$ cat src/rtl/spi2_pkg.sv
// Shared definitions for the SPI2 transaction sequencer: bus widths, FSM
// state encodings, latched-configuration payload and the bit-count clamp.
package spi2_pkg;

    localparam int unsigned DATA_W      = 32;
    localparam int unsigned BITS_W      = 6;
    localparam int unsigned DIV_W       = 8;
    localparam int unsigned FIFO_AW_DEF = 2;

    localparam logic [BITS_W-1:0] BITS_MAX = 6'd32;

    // Sequencer states
    localparam int unsigned ST_W = 3;
    localparam logic [ST_W-1:0] ST_IDLE  = 3'd0;
    localparam logic [ST_W-1:0] ST_SETUP = 3'd1;
    localparam logic [ST_W-1:0] ST_START = 3'd2;
    localparam logic [ST_W-1:0] ST_ARM   = 3'd3;
    localparam logic [ST_W-1:0] ST_WAIT  = 3'd4;
    localparam logic [ST_W-1:0] ST_CAPT  = 3'd5;
    localparam logic [ST_W-1:0] ST_HOLD  = 3'd6;

    // Configuration held towards SPI2_master for the whole transaction
    typedef struct packed {
        logic [DIV_W-1:0]  divider;
        logic [BITS_W-1:0] bits;
    } xfer_cfg_t;

    // Zero or oversize word lengths mean a full 32-bit word
    function automatic logic [BITS_W-1:0] clamp_bits(input logic [BITS_W-1:0] b);
        return ((b == '0) || (b > BITS_MAX)) ? BITS_MAX : b;
    endfunction

endpackage

$ cat src/rtl/spi2_xfer_ctrl_if.sv
// Bundle of CPU-side FIFO/config signals and SPI2_master-side signals.
//  slave  : the sequencer's view (drives tx_full, rx_*, xfer_busy, cs_n, m_wr/din/divider/bits)
//  master : the surrounding system's view (drives tx_*, rx_rd, cfg_*, m_busy, m_dout)
interface spi2_xfer_ctrl_if;
    import spi2_pkg::*;

    logic              tx_wr;
    logic [DATA_W-1:0] tx_data;
    logic              tx_full;
    logic              rx_rd;
    logic [DATA_W-1:0] rx_data;
    logic              rx_empty;
    logic [DIV_W-1:0]  cfg_divider;
    logic [BITS_W-1:0] cfg_bits;
    logic              cfg_burst;
    logic              xfer_busy;
    logic              cs_n;
    logic              m_wr;
    logic [DATA_W-1:0] m_din;
    logic [DIV_W-1:0]  m_divider;
    logic [BITS_W-1:0] m_bits;
    logic              m_busy;
    logic [DATA_W-1:0] m_dout;

    modport slave (
        input  tx_wr, tx_data, rx_rd, cfg_divider, cfg_bits, cfg_burst, m_busy, m_dout,
        output tx_full, rx_data, rx_empty, xfer_busy, cs_n, m_wr, m_din, m_divider, m_bits
    );

    modport master (
        output tx_wr, tx_data, rx_rd, cfg_divider, cfg_bits, cfg_burst, m_busy, m_dout,
        input  tx_full, rx_data, rx_empty, xfer_busy, cs_n, m_wr, m_din, m_divider, m_bits
    );

endinterface

$ cat src/rtl/spi2_fifo.sv
// Synchronous FIFO, depth 2**AW, head word visible combinationally.
//  push/din : write (ignored when full)     pop : read (ignored when empty)
//  full/empty : occupancy flags             head : oldest stored word
module spi2_fifo #(
    parameter int unsigned W  = 32,
    parameter int unsigned AW = 2
) (
    input  logic         clk,
    input  logic         resetb,
    input  logic         push,
    input  logic [W-1:0] din,
    input  logic         pop,
    output logic         full,
    output logic         empty,
    output logic [W-1:0] head
);

    localparam int unsigned DEPTH = 1 << AW;

    logic [W-1:0]  mem [DEPTH];
    logic [AW-1:0] wr_ptr;
    logic [AW-1:0] rd_ptr;
    logic [AW:0]   count;
    logic          push_ok;
    logic          pop_ok;

    assign full    = (count == (AW+1)'(DEPTH));
    assign empty   = (count == '0);
    assign head    = mem[rd_ptr];
    assign push_ok = push & ~full;
    assign pop_ok  = pop & ~empty;

    // Pointer and occupancy tracking; pointers wrap naturally at depth
    always_ff @(posedge clk or negedge resetb) begin
        if (!resetb) begin
            wr_ptr <= '0;
            rd_ptr <= '0;
            count  <= '0;
        end else begin
            if (push_ok) wr_ptr <= wr_ptr + AW'(1);
            if (pop_ok)  rd_ptr <= rd_ptr + AW'(1);
            count <= count + (AW+1)'(push_ok) - (AW+1)'(pop_ok);
        end
    end

    // Storage needs no reset: occupancy alone decides what is valid
    always_ff @(posedge clk) begin
        if (push_ok) mem[wr_ptr] <= din;
    end

endmodule

$ cat src/rtl/spi2_xfer_ctrl.sv
// Transaction sequencer in front of SPI2_master: feeds TX FIFO words to the
// master one at a time, frames them with cs_n setup/hold, and stores each
// received word in the RX FIFO.
//  clk, resetb : clock and asynchronous active-low reset
//  bus         : CPU FIFO/config side and SPI2_master side (slave modport)
module spi2_xfer_ctrl
    import spi2_pkg::*;
#(
    parameter int unsigned FIFO_AW  = FIFO_AW_DEF,
    parameter int unsigned CS_SETUP = 2,
    parameter int unsigned CS_HOLD  = 2
) (
    input logic              clk,
    input logic              resetb,
    spi2_xfer_ctrl_if.slave  bus
);

    localparam int unsigned CNT_W = 8;

    logic [ST_W-1:0]   state,    state_d;
    logic [CNT_W-1:0]  cnt,      cnt_d;
    logic              cs_n_q,   cs_n_d;
    logic              m_wr_q,   m_wr_d;
    logic [DATA_W-1:0] m_din_q,  m_din_d;
    xfer_cfg_t         cfg_q,    cfg_d;
    logic              xfer_busy_q;

    logic              tx_pop;
    logic              tx_full;
    logic              tx_empty;
    logic [DATA_W-1:0] tx_head;
    logic              rx_push;
    logic              rx_full;
    logic              rx_empty;
    logic [DATA_W-1:0] rx_head;

    spi2_fifo #(.W(DATA_W), .AW(FIFO_AW)) u_tx_fifo (
        .clk    (clk),
        .resetb (resetb),
        .push   (bus.tx_wr),
        .din    (bus.tx_data),
        .pop    (tx_pop),
        .full   (tx_full),
        .empty  (tx_empty),
        .head   (tx_head)
    );

    spi2_fifo #(.W(DATA_W), .AW(FIFO_AW)) u_rx_fifo (
        .clk    (clk),
        .resetb (resetb),
        .push   (rx_push),
        .din    (bus.m_dout),
        .pop    (bus.rx_rd),
        .full   (rx_full),
        .empty  (rx_empty),
        .head   (rx_head)
    );

    assign bus.tx_full   = tx_full;
    assign bus.rx_empty  = rx_empty;
    assign bus.rx_data   = rx_head;
    assign bus.xfer_busy = xfer_busy_q;
    assign bus.cs_n      = cs_n_q;
    assign bus.m_wr      = m_wr_q;
    assign bus.m_din     = m_din_q;
    assign bus.m_divider = cfg_q.divider;
    assign bus.m_bits    = cfg_q.bits;

    // State and registered outputs
    always_ff @(posedge clk or negedge resetb) begin
        if (!resetb) begin
            state       <= ST_IDLE;
            cnt         <= '0;
            cs_n_q      <= 1'b1;
            m_wr_q      <= 1'b0;
            m_din_q     <= '0;
            cfg_q       <= '{divider: '0, bits: BITS_MAX};
            xfer_busy_q <= 1'b0;
        end else begin
            state       <= state_d;
            cnt         <= cnt_d;
            cs_n_q      <= cs_n_d;
            m_wr_q      <= m_wr_d;
            m_din_q     <= m_din_d;
            cfg_q       <= cfg_d;
            xfer_busy_q <= (state_d != ST_IDLE);
        end
    end

    // Next-state and output decode; m_wr is only ever raised on entry to START
    always_comb begin
        state_d = state;
        cnt_d   = cnt;
        cs_n_d  = cs_n_q;
        m_wr_d  = 1'b0;
        m_din_d = m_din_q;
        cfg_d   = cfg_q;
        tx_pop  = 1'b0;
        rx_push = 1'b0;

        case (state)
            ST_IDLE: begin
                if (!tx_empty) begin
                    state_d       = ST_SETUP;
                    cfg_d.divider = bus.cfg_divider;
                    cfg_d.bits    = clamp_bits(bus.cfg_bits);
                    cs_n_d        = 1'b0;
                    cnt_d         = CNT_W'(CS_SETUP - 1);
                end
            end
            ST_SETUP: begin
                if (cnt == '0) begin
                    state_d = ST_START;
                    m_wr_d  = 1'b1;
                    m_din_d = tx_head;
                end else begin
                    cnt_d = cnt - CNT_W'(1);
                end
            end
            ST_START: begin
                tx_pop  = 1'b1;
                state_d = ST_ARM;
            end
            ST_ARM: begin
                state_d = ST_WAIT;
            end
            ST_WAIT: begin
                if (!bus.m_busy) state_d = ST_CAPT;
            end
            ST_CAPT: begin
                // A full RX FIFO holds the sequencer here so no word is dropped
                if (!rx_full) begin
                    rx_push = 1'b1;
                    if (bus.cfg_burst && !tx_empty) begin
                        state_d = ST_START;
                        m_wr_d  = 1'b1;
                        m_din_d = tx_head;
                    end else begin
                        state_d = ST_HOLD;
                        cnt_d   = CNT_W'(CS_HOLD - 1);
                    end
                end
            end
            ST_HOLD: begin
                if (cnt == '0) begin
                    state_d = ST_IDLE;
                    cs_n_d  = 1'b1;
                end else begin
                    cnt_d = cnt - CNT_W'(1);
                end
            end
            default: begin
                state_d = ST_IDLE;
                cs_n_d  = 1'b1;
            end
        endcase
    end

endmodule

$ cat src/flat_wrapper.sv
// flat-port wrapper written by rule: the top's interface ports become plain ports
module spi2_xfer_ctrl_flat import spi2_pkg::*;
#(
    parameter int unsigned FIFO_AW  = FIFO_AW_DEF,
    parameter int unsigned CS_SETUP = 2,
    parameter int unsigned CS_HOLD  = 2
)
  (clk, resetb, bus_tx_wr, bus_tx_data, bus_rx_rd, bus_cfg_divider, bus_cfg_bits, bus_cfg_burst, bus_m_busy, bus_m_dout, bus_tx_full, bus_rx_data, bus_rx_empty, bus_xfer_busy, bus_cs_n, bus_m_wr, bus_m_din, bus_m_divider, bus_m_bits);
  spi2_xfer_ctrl_if bus_i ();
  input logic clk;
  input logic resetb;
  input wire logic [$bits(bus_i.tx_wr)-1:0] bus_tx_wr;
  input wire logic [$bits(bus_i.tx_data)-1:0] bus_tx_data;
  input wire logic [$bits(bus_i.rx_rd)-1:0] bus_rx_rd;
  input wire logic [$bits(bus_i.cfg_divider)-1:0] bus_cfg_divider;
  input wire logic [$bits(bus_i.cfg_bits)-1:0] bus_cfg_bits;
  input wire logic [$bits(bus_i.cfg_burst)-1:0] bus_cfg_burst;
  input wire logic [$bits(bus_i.m_busy)-1:0] bus_m_busy;
  input wire logic [$bits(bus_i.m_dout)-1:0] bus_m_dout;
  output wire logic [$bits(bus_i.tx_full)-1:0] bus_tx_full;
  output wire logic [$bits(bus_i.rx_data)-1:0] bus_rx_data;
  output wire logic [$bits(bus_i.rx_empty)-1:0] bus_rx_empty;
  output wire logic [$bits(bus_i.xfer_busy)-1:0] bus_xfer_busy;
  output wire logic [$bits(bus_i.cs_n)-1:0] bus_cs_n;
  output wire logic [$bits(bus_i.m_wr)-1:0] bus_m_wr;
  output wire logic [$bits(bus_i.m_din)-1:0] bus_m_din;
  output wire logic [$bits(bus_i.m_divider)-1:0] bus_m_divider;
  output wire logic [$bits(bus_i.m_bits)-1:0] bus_m_bits;
  assign bus_i.tx_wr = bus_tx_wr;
  assign bus_i.tx_data = bus_tx_data;
  assign bus_i.rx_rd = bus_rx_rd;
  assign bus_i.cfg_divider = bus_cfg_divider;
  assign bus_i.cfg_bits = bus_cfg_bits;
  assign bus_i.cfg_burst = bus_cfg_burst;
  assign bus_i.m_busy = bus_m_busy;
  assign bus_i.m_dout = bus_m_dout;
  assign bus_tx_full = bus_i.tx_full;
  assign bus_rx_data = bus_i.rx_data;
  assign bus_rx_empty = bus_i.rx_empty;
  assign bus_xfer_busy = bus_i.xfer_busy;
  assign bus_cs_n = bus_i.cs_n;
  assign bus_m_wr = bus_i.m_wr;
  assign bus_m_din = bus_i.m_din;
  assign bus_m_divider = bus_i.m_divider;
  assign bus_m_bits = bus_i.m_bits;
  spi2_xfer_ctrl #(.FIFO_AW(FIFO_AW), .CS_SETUP(CS_SETUP), .CS_HOLD(CS_HOLD)) u_core (.clk(clk), .resetb(resetb), .bus(bus_i));
endmodule
$ cat config.mk
export PLATFORM = sky130hd
export DESIGN_NAME = spi2_xfer_ctrl_flat
export DESIGN_NICKNAME = d
export VERILOG_FILES = /design/src/rtl/spi2_pkg.sv /design/src/rtl/spi2_xfer_ctrl_if.sv /design/src/rtl/spi2_fifo.sv /design/src/rtl/spi2_xfer_ctrl.sv /design/src/flat_wrapper.sv
export SDC_FILE = /design/constraint.sdc
export NUM_CORES = 1
export LEC_CHECK = 0
export ABC_AREA = 0
export CORE_MARGIN = 8
export CORE_UTILIZATION = 30
export DETAILED_ROUTE_END_ITERATION = 8
export GPL_TIMING_DRIVEN = 0
export PLACE_DENSITY = 0.6
export SETUP_SLACK_MARGIN = 0.15
export SLEW_MARGIN = 30
export SYNTH_ARGS = -nofsm -noshare
export SYNTH_HDL_FRONTEND = slang
export SYNTH_SLANG_ARGS = --single-unit
$ cat constraint.sdc
create_clock -name clk -period 2.5 [get_ports clk]
set_input_delay 0.5 -clock clk [delete_from_list [all_inputs] [get_ports clk]]
set_output_delay 0.5 -clock clk [all_outputs]
set_load 0.03 [all_outputs]
==> results.md <==
- Outcome: completed
- Mean post-synth cell area: 20.0 µm²
- Final Hold Vio Count: 0
- Crit-path cells: buf_12, buf_12, mux4_2, buf_4
- Slowest stage delay, CP: 530 ps
- Clock tree from TritonCTS: yes
- I/O pin count: 167
- Period utilisation layout: 0.968
- Length in cells of the worst reg-to-reg path: 10
- Critical Path Sink Type: primary output
- Relative contribution of sequential cells to total power: 0.367
- Final global-route overflow total: 0
- Dominant synthesized flop cell: sky130_fd_sc_hd__edfxtp_1
- Global-route wire length before repair: 43000 µm
- Logic gate share of total power: 0.369
- Die area: 0.0489 mm²
- Synth Cell Area: 0.0126 mm²
- Post-synthesis sequential area ratio: 0.756
- Final critical-path required period: 2420 ps
- Port buffer count: 166
- Drt via density: 4.58
- Master of the slowest instance on the critical path: sky130_fd_sc_hd__mux4_2
- Yosys warns: 0
- Switching pwr: 6.95 mW
- Register-to-register setup slack: 140 ps
- Max Clk Rate: 0.413 GHz
- Initial antenna violation count: 3
- Antenna fix cells: 0
- Number of distinct standard cells referenced by the synthesized netlist: 55
- Actual slew at the worst max-slew pin: 725 ps
- Tot GR Track Use: 0.113
- Final layout net count: 952
- Critical R2R Capture: u_core.u_rx_fifo.count[2]$_DFF_PN0_
- Leakage power: 5.86 nW
- DR pass1 iterations: 4
- Clock skew after layout: 19.8 ps
- Final setup fails: 0
- Residual DRC: 0
- Synthesized flop and latch total: 330
- Instance count of the mapped netlist: 630
- Largest net degree at the start of global routing: 44
- Internal power summed over all cells: 14.0 mW
- Power share of the clock group: 0.265
- Hold Path Class: in2async
- Placeable core area: 0.0418 mm²
- Placed standard-cell area: 0.0150 mm²
- Synth-to-layout area growth: 30.7%
- Number of sinks handled by clock tree synthesis: 330
- Count of vias placed by the detailed router: 6513
- RD Place Congestion: 0.725
- Multi-input combinational cell area: 0.00294 mm²
- Asr flop ratio synth: 0.224
- Critical path fanouts, max: 10
- Final Instance Area: 0.0165 mm²
- Data required time of the worst path: 2000 ps
- Arrival time of the worst setup path: 1920 ps
- Total wire length after detailed routing: 27800 µm
- Standard-cell rows: 75
- Sequential cell area: 0.00954 mm²
- Half-perimeter wire length after placement: 17500 µm
- Most repeated library cell on the critical path: sky130_fd_sc_hd__buf_12
- Total power: 21.0 mW
- CTS clk-pin slew, worst paths: 50 ps
- Final ANT Viol Nets: 0
- Starting utilization of the core area: 0.302
- Max-cap violations: 0
- Number of filler cells placed in the layout: 3797
- Die boundary height: 221 µm
- Count of routing violations after the opening detailed-route iteration: 360
- CTS root buffer: sky130_fd_sc_hd__clkbuf_16
- Cell area power density: 1270 mW/mm²
- WS Path Type: reg2out
- Worst r2r src: u_core.state[1]$_DFF_PN0_
- Worst slew margin relative to its limit: 0.516
- Clock latency on the worst-skew pair: 530 ps
- Fraction of layout instances using a drive strength above 1: 0.237
- Maximum root-to-sink buffer count: 3
- Unrepaired setup endpoints after global routing: yes
- Worst IR drop on VDD: 0.000646 V
- Via count of the first global-routing pass: 7073
- Synthesized netlist net count: 729
- Number of synthesized flops with an enable pin: 256
- CTS Buf Count: 38
- Die X: 221 µm
- Post-DR wirelength/cell: 19.6 µm
- Fraction of power spent switching nets: 0.331
- Final number of max-transition violations: 0
- Kind of start point of the critical path: register
- Number of H-tree levels: 2
## registers in the layout, indices dropped and copies added (netlist names), 3 cells and up
name	count
u_core.bus.m_bits	6
u_core.bus.m_din	32
u_core.bus.m_divider	8
u_core.cnt	8
u_core.state	3
u_core.u_rx_fifo.count	3
u_core.u_rx_fifo.mem	128
u_core.u_tx_fifo.count	3
u_core.u_tx_fifo.mem	128
## power by group through the flow
stage	registers [mW]	logic, mW	clock network (mW)
after floorplan	8.46	4.03	0
after global placement	7.78	7.53	0
after detailed placement	7.80	7.64	0
after CTS	7.71	7.71	5.75
after global routing	7.82	8.37	5.96
final	7.70	7.73	5.55
## cells by family (layout without fill, tap and decap cells)
| family | after synthesis | count (layout) | share of synthesized area |
|---|---|---|---|
| DFF | 330 | 330 | 0.756 |
| adders and majority gates | 15 | 15 | 0.0161 |
| muxes | 96 | 96 | 0.143 |
| buffers and inverters | 48 | 300 | 0.0165 |
| AOI/OAI and AO/OA | 33 | 33 | 0.0191 |
| and+or+nand+nor | 98 | 98 | 0.0423 |
| xor gates and xnor gates | 10 | 10 | 0.00694 |
## worst max-delay path by stage
stage / startpoint / endpoint / slack [ps]
floorplan: u_core.state[1]$_DFF_PN0_ / u_core.u_rx_fifo.count[2]$_DFF_PN0_ / 120
global placement: resetb / u_core.bus.m_din[16]$_DFFE_PN0P_ / -2490
detailed placement: u_core.u_rx_fifo.rd_ptr[0]$_DFFE_PN0P_ / bus_rx_data[23] / -780
CTS: u_core.u_rx_fifo.rd_ptr[0]$_DFFE_PN0P_ / bus_rx_data[15] / 1
global route: u_core.u_tx_fifo.count[1]$_DFF_PN0_ / u_core.u_tx_fifo.count[2]$_DFF_PN0_ / 8
finish: u_core.u_rx_fifo.rd_ptr[0]$_DFFE_PN0P_ / bus_rx_data[5] / 80
## per-stage QoR
step	setup slack (ps)	hold slack [ps]	cells	util	TNS, ps
after CTS	1.06	405	1415	0.392	0
after floorplan	124	204	630	-	0
after detailed placement	-784	415	1337	0.360	-21430
after global placement	-2490	451	1335	0.359	-315220
after global routing	7.65	444	1421	0.395	0
final	79.9	433	1421	0.395	0
## cells in the mapped netlist, types with 2 or more instances
| library cell | instances | share of area |
|---|---|---|
| sky130_fd_sc_hd__xnor2_1 | 7 | 0.0049 |
| sky130_fd_sc_hd__nor3_1 | 10 | 0.0040 |
| sky130_fd_sc_hd__mux2_1 | 32 | 0.029 |
| sky130_fd_sc_hd__and2_1 | 8 | 0.0040 |
| sky130_fd_sc_hd__or3b_1 | 2 | 0.0014 |
| sky130_fd_sc_hd__o221ai_1 | 2 | 0.0014 |
| sky130_fd_sc_hd__mux4_2 | 64 | 0.11 |
| sky130_fd_sc_hd__fa_1 | 2 | 0.0032 |
| sky130_fd_sc_hd__buf_1 | 4 | 0.0012 |
| sky130_fd_sc_hd__dfstp_2 | 2 | 0.0042 |
| sky130_fd_sc_hd__o211ai_1 | 2 | 0.0012 |
| sky130_fd_sc_hd__buf_6 | 3 | 0.0027 |
| sky130_fd_sc_hd__a31oi_1 | 2 | 0.00099 |
| sky130_fd_sc_hd__nand2_1 | 45 | 0.013 |
| sky130_fd_sc_hd__ha_1 | 13 | 0.013 |
| sky130_fd_sc_hd__inv_2 | 2 | 0.00060 |
| sky130_fd_sc_hd__o21ai_0 | 6 | 0.0024 |
| sky130_fd_sc_hd__edfxtp_1 | 256 | 0.61 |
| sky130_fd_sc_hd__xor2_1 | 3 | 0.0021 |
| sky130_fd_sc_hd__clkbuf_1 | 16 | 0.0048 |
| sky130_fd_sc_hd__a211oi_1 | 3 | 0.0018 |
| sky130_fd_sc_hd__nand3_1 | 3 | 0.0012 |
| sky130_fd_sc_hd__dfrtp_1 | 72 | 0.14 |
| sky130_fd_sc_hd__nor2_1 | 6 | 0.0018 |
| sky130_fd_sc_hd__buf_2 | 4 | 0.0016 |
| sky130_fd_sc_hd__a22o_1 | 2 | 0.0014 |
| sky130_fd_sc_hd__inv_1 | 19 | 0.0057 |
| sky130_fd_sc_hd__a21oi_1 | 3 | 0.0012 |
| sky130_fd_sc_hd__nor4_1 | 2 | 0.00099 |
| sky130_fd_sc_hd__nor2b_1 | 3 | 0.0015 |
| sky130_fd_sc_hd__nand3b_1 | 8 | 0.0048 |
## metal layers
metal | up-vias | wire length (µm) | track usage
met5 | - | 35 | 0
met3 | 44 | 1930 | 0.0366
li1 | 2937 | - | -
met2 | 189 | 13000 | 0.182
met1 | 3337 | 12300 | 0.144
met4 | 6 | 558 | 0.0357
## layout by cell type (no fill, tap or decap), drive strengths merged, types with 3 or more instances in the layout
| cell type | netlist | routed |
|---|---|---|
| nand2 | 45 | 45 |
| nor3 | 11 | 11 |
| mux4 | 64 | 64 |
| and2 | 8 | 8 |
| nor2b | 3 | 3 |
| o21ai | 7 | 7 |
| bufinv | 0 | 5 |
| ha | 13 | 13 |
| nand3 | 3 | 3 |
| nor2 | 6 | 6 |
| clkdlybuf4s50 | 0 | 131 |
| a21oi | 4 | 4 |
| mux2 | 32 | 32 |
| xnor2 | 7 | 7 |
| clkinv | 0 | 11 |
| buf | 11 | 56 |
| nand3b | 8 | 8 |
| dfrtp | 72 | 72 |
| inv | 21 | 23 |
| edfxtp | 256 | 256 |
| clkbuf | 16 | 70 |
| a211oi | 3 | 3 |
| xor2 | 3 | 3 |
## timing repair
item                                    4_1_cts  5_1_grt
resized for setup                           217       13
pin swaps                                     1        2
endpoints found under the hold margin        29        0
buffers inserted                              8        3
hold buffers                                  1        0
endpoints found under the setup margin      195       62
cloned                                        0        3
## layout make-up
| class | count | share of cell area |
|---|---|---|
| Clock buffer | 51 | 0.0625 |
| Timing Repair Buffer | 183 | 0.107 |
| Inverter | 21 | 0.00478 |
| Buffer | 27 | 0.0139 |
| Tap cell | 539 | 0.0409 |
| Multi-Input combinational cell | 252 | 0.179 |
| Sequential cell | 330 | 0.579 |
| Clock inverter | 18 | 0.0134 |
## critical path: cells and delay by family (launching register included)
family                 cells  cell delay [ps]
multiplexers               1              530
flip-flops                 1              370
buffers and inverters      3              500
(Power assumes the default switching activity.)
